**config.mk**
```make
export PLATFORM = sky130hd
export DESIGN_NAME = dp_ram_port_arbiter
export DESIGN_NICKNAME = d
export VERILOG_FILES = /design/src/rtl/dp_ram_port_arbiter.sv
export SDC_FILE = /design/constraint.sdc
export NUM_CORES = 1
export LEC_CHECK = 0
export ABC_AREA = 1
export BUFFER_PORTS_ARGS = -buffer_cell sky130_fd_sc_hd__buf_2
export CORE_AREA = 4 4 120 122
export DETAILED_ROUTE_END_ITERATION = 7
export DIE_AREA = 0 0 124 126
export HOLD_SLACK_MARGIN = 0.05
export MAX_ROUTING_LAYER = met4
export PLACE_DENSITY = 0.7
export SLEW_MARGIN = 20
export SYNTH_ARGS = -nofsm -noshare
export SYNTH_HDL_FRONTEND = slang
export SYNTH_SLANG_ARGS = --single-unit
```
**constraint.sdc**
```tcl
create_clock -name clk_i -period 2.7 [get_ports clk_i]
set_input_delay 0 -clock clk_i [delete_from_list [all_inputs] [get_ports clk_i]]
set_output_delay 0 -clock clk_i [all_outputs]
set_load 0.1 [all_outputs]
```
**src/rtl/dp_ram_port_arbiter.sv**
```systemverilog
// Round-robin arbiter that lets two OBI-style requesters share port B of the testbench RAM.
// Grants are issued in the same cycle as the request, and the response comes back one cycle later.
module dp_ram_port_arbiter #(
    parameter int ADDR_WIDTH = 22,
    parameter int CNT_WIDTH  = 16
) (
    input  logic                  clk_i,
    input  logic                  rst_i,
    input  logic                  stall_i,

    input  logic                  m0_req_i,
    output logic                  m0_gnt_o,
    input  logic [ADDR_WIDTH-1:0] m0_addr_i,
    input  logic                  m0_we_i,
    input  logic [3:0]            m0_be_i,
    input  logic [31:0]           m0_wdata_i,
    output logic                  m0_rvalid_o,
    output logic [31:0]           m0_rdata_o,

    input  logic                  m1_req_i,
    output logic                  m1_gnt_o,
    input  logic [ADDR_WIDTH-1:0] m1_addr_i,
    input  logic                  m1_we_i,
    input  logic [3:0]            m1_be_i,
    input  logic [31:0]           m1_wdata_i,
    output logic                  m1_rvalid_o,
    output logic [31:0]           m1_rdata_o,

    output logic                  ram_en_o,
    output logic [ADDR_WIDTH-1:0] ram_addr_o,
    output logic                  ram_we_o,
    output logic [3:0]            ram_be_o,
    output logic [31:0]           ram_wdata_o,
    input  logic [31:0]           ram_rdata_i,

    output logic [CNT_WIDTH-1:0]  m0_gnt_cnt_o,
    output logic [CNT_WIDTH-1:0]  m1_gnt_cnt_o
);

    localparam logic [CNT_WIDTH-1:0] CNT_MAX = {CNT_WIDTH{1'b1}};

    logic                 last_q;
    logic                 rsp_vld_q;
    logic                 rsp_owner_q;
    logic                 rsp_read_q;
    logic [CNT_WIDTH-1:0] m0_cnt_q;
    logic [CNT_WIDTH-1:0] m1_cnt_q;

    logic can_grant;
    logic gnt0;
    logic gnt1;
    logic any_gnt;
    logic win_we;

    // When both requesters ask, the one that was not served last wins.
    always_comb begin
        can_grant = ~stall_i & ~rst_i;
        gnt0      = can_grant & m0_req_i & (~m1_req_i | last_q);
        gnt1      = can_grant & m1_req_i & (~m0_req_i | ~last_q);
        any_gnt   = gnt0 | gnt1;
        win_we    = gnt1 ? m1_we_i : m0_we_i;
    end

    always_comb begin
        m0_gnt_o    = gnt0;
        m1_gnt_o    = gnt1;
        ram_en_o    = any_gnt;
        ram_addr_o  = m0_addr_i;
        ram_wdata_o = m0_wdata_i;
        ram_we_o    = 1'b0;
        ram_be_o    = 4'b0000;
        if (gnt1) begin
            ram_addr_o  = m1_addr_i;
            ram_wdata_o = m1_wdata_i;
            ram_we_o    = m1_we_i;
            ram_be_o    = m1_be_i;
        end else if (gnt0) begin
            ram_we_o = m0_we_i;
            ram_be_o = m0_be_i;
        end
    end

    always_ff @(posedge clk_i) begin
        if (rst_i) begin
            last_q      <= 1'b1;
            rsp_vld_q   <= 1'b0;
            rsp_owner_q <= 1'b0;
            rsp_read_q  <= 1'b0;
            m0_cnt_q    <= '0;
            m1_cnt_q    <= '0;
        end else begin
            rsp_vld_q <= any_gnt;
            if (any_gnt) begin
                last_q      <= gnt1;
                rsp_owner_q <= gnt1;
                rsp_read_q  <= ~win_we;
            end
            if (gnt0 && m0_cnt_q != CNT_MAX) begin
                m0_cnt_q <= m0_cnt_q + CNT_WIDTH'(1);
            end
            if (gnt1 && m1_cnt_q != CNT_MAX) begin
                m1_cnt_q <= m1_cnt_q + CNT_WIDTH'(1);
            end
        end
    end

    // Gating with rst_i drops any response that was in flight and clears the counters right away.
    always_comb begin
        m0_rvalid_o  = ~rst_i & rsp_vld_q & ~rsp_owner_q;
        m1_rvalid_o  = ~rst_i & rsp_vld_q & rsp_owner_q;
        m0_rdata_o   = (m0_rvalid_o & rsp_read_q) ? ram_rdata_i : 32'h0;
        m1_rdata_o   = (m1_rvalid_o & rsp_read_q) ? ram_rdata_i : 32'h0;
        m0_gnt_cnt_o = rst_i ? '0 : m0_cnt_q;
        m1_gnt_cnt_o = rst_i ? '0 : m1_cnt_q;
    end

endmodule

```
==> reports/summary.txt <==
Synth Instances: 703
yosys warns: 0
hold_ws: 53.15 ps
achievable frequency: 0.5284 GHz
Synth cell types: 29
Global Route Usage Sum: 0.1986
crit share post-route: 0.7009
Syn Std Cell Area: 0.003508 mm2
wire per inst: 13.60 um
CP Launch Point: last_q$_SDFFE_PP1P_
Worst-Skew Late Latency: 280 ps
Post-synth EDFFs: 0
antenna violations before repair: 5
die height: 126 um
RR Startpoint: last_q$_SDFFE_PP1P_
Leakage Power: 3.220 nW
hpwl dp: 13.82 mm
multi-input logic area: 0.002475 mm2
outcome: finished clean
Tmin final: 1893 ps
hold-fix buffers at CTS: 0
fraction of layout cells with a size suffix above 1: 0.4202
GRT busiest layer: met2
Worst Max-Slew Pin Slew: 557.7 ps
Reg2Reg Setup Slack: 1100 ps
number of placement rows: 42
# IOs: 315
maximum vdd drop: 0.1969 mV
worst slack, placed: 1072 ps
Vias/cell: 4.350
Nets: 1159
Final Max Tran Viols: 0
Util after Layout: 0.4232
post-place instance area: 0.005435 mm2
Seq/Total Area, Yosys: 0.2054
CP arrival: 1890 ps
syn nets: 860
drt first-iter violations: 188
ys flop type: dfxtp_1
maxcap violations: 0
CTS Buffer Depth: 2
r2r endpoint: m0_cnt_q[15]$_SDFFE_PP0P_
most frequent cells in the layout: 313 x buf_2, 275 x nand2_1, 115 x nor2_1, 85 x inv_1, 71 x nor2_2
gp weighted congestion: 0.8941
Pre-antenna DRT Iters: 5
Pwr Total: 1.967 mW
Post-CTS Setup Bufs: 0
Root Driver: clkbuf_16
Crit Path Max Fanout: 55
r2r worst-path depth: 10
Hold Path Class: input port to flip-flop
flip-flop and latch area: 720.7 um2
CP Launch Type: flip-flop
GR Layer Usage met1: 0.2075
H-tree depth: 2
first-pass GRT wire length: 23.73 mm
Core ar.: 0.01319 mm2
Die ar.: 0.01562 mm2
ANT nets after route: 0
Slew HR: 0.6272
gr ovfl total: 0
final hold vios: 0
Layout Area Growth over Synthesis: 59.09%
# port buffers: 314
Worst Path Required: 2700 ps
power per cell area: 352.3 mW/mm2
met2 Track Usage GR: 0.3544
setup violators final: 0
RSZ-0062 raised after global routing: false
Die Wd: 124 um
critical path class: flip-flop to primary output
cts repair resizes: 0
Reg clk slew, reported paths: 50 ps
Setup WS post-layout: 807.4 ps
ys async rst share: 0
commonest non-fill, non-tap cell in the layout: buf_2
largest net degree at the start of global routing: 65
Setup crit end: ram_addr_o[19]
Sink Count: 36
clock buffer count from CTS: 5
initial core utilization: 0.2660
CTS tree: built
post-layout instance area: 0.005582 mm2
Setup crit end kind: primary output
final WL: 16.09 mm
via count: 5146
flops & latches, synth: 36
GR Util met3: 0.03767
number of fill cells: 1469
# DRC: 0
clk_skew: 3.451 ps
Post-Syn Area per Cell: 4.991 um2
number of global-route vias before repair: 4711
## routing by layer
metal	up-vias	part of all wire
li1	2694	-
met1	2167	0.38
met2	257	0.49
met3	28	0.091
met4	0	0.040
met5	-	0
## per-stage QoR
stage | TNS (ps) | cells
final | 0 | 1183
after global placement | 0 | 1171
after global routing | 0 | 1182
after detailed placement | 0 | 1171
after CTS | 0 | 1178
after floorplan | -748.4 | 703
## state kept, by name, indices dropped and copies added, names as in the netlist
signal,flops
m0_cnt_q,16
m1_cnt_q,16
last_q,1
rsp_owner_q,1
rsp_read_q,1
rsp_vld_q,1
## where the power goes
group	internal, mW	leakage [nW]	switching [mW]
clock network	0.335	0.0667	0.215
registers	0.538	0.291	0.00556
logic	0.176	2.86	0.697
total	1.05	3.22	0.918
## area by class of cell
class	instances	area share
Multi-Input combinational cell	548	0.4434
Tap cell	176	0.03945
Clock buffer	6	0.02309
Antenna cell	5	0.002242
Clock inverter	1	0.0008967
Inverter	89	0.06008
Sequential cell	36	0.1291
Timing Repair Buffer	322	0.3017
## critical path, stage by stage, from the launching register on
cell and delay (ps):
dfxtp_1 330, nand2_1 80, nand3_2 200, buf_12 270, nand2_1 140, nand2_1 100
buf_2 450
## synthesized netlist by cell type, types with 2 or more instances
| cell type | number | area share |
|---|---|---|
| inv_1 | 85 | 0.091 |
| o21ai_0 | 8 | 0.011 |
| nand4_1 | 7 | 0.012 |
| dfxtp_1 | 36 | 0.21 |
| inv_2 | 3 | 0.0032 |
| clkbuf_1 | 8 | 0.0086 |
| buf_2 | 16 | 0.023 |
| nand2_1 | 276 | 0.30 |
| nand3_2 | 3 | 0.0086 |
| buf_1 | 3 | 0.0032 |
| nand2_2 | 3 | 0.0054 |
| buf_6 | 2 | 0.0064 |
| nand3_1 | 26 | 0.037 |
| nor3_1 | 2 | 0.0029 |
| nor2_2 | 8 | 0.014 |
| ha_1 | 2 | 0.0071 |
| a21oi_1 | 19 | 0.027 |
| nor2_1 | 179 | 0.19 |
| nor2_4 | 7 | 0.022 |
## worst min path at each step
stage	startpoint	end	slack, ps	cells past startpoint
6_report	m0_we_i	rsp_read_q$_SDFFE_PP0P_	50	4
5_1_grt	m0_we_i	rsp_read_q$_SDFFE_PP0P_	80	4
4_1_cts	m0_we_i	rsp_read_q$_SDFFE_PP0P_	60	4
3_5_place_dp	m0_we_i	rsp_read_q$_SDFFE_PP0P_	360	4
3_3_place_gp	m0_we_i	rsp_read_q$_SDFFE_PP0P_	360	4
2_1_floorplan	rst_i	rsp_owner_q$_SDFFE_PP0P_	230	3
## kinds of logic (layout without fill, tap and decap cells)
family          count (synthesis)  after routing  synth area share
simple gates                  516            516            0.6049
buf+inv                       119            418            0.1387
flops                          36             36            0.2054
compound gates                 30             30           0.04387
fa+ha+maj                       2              2          0.007132
other cells                     0              5                 0
Note: power is estimated with default switching activity, not from simulation.
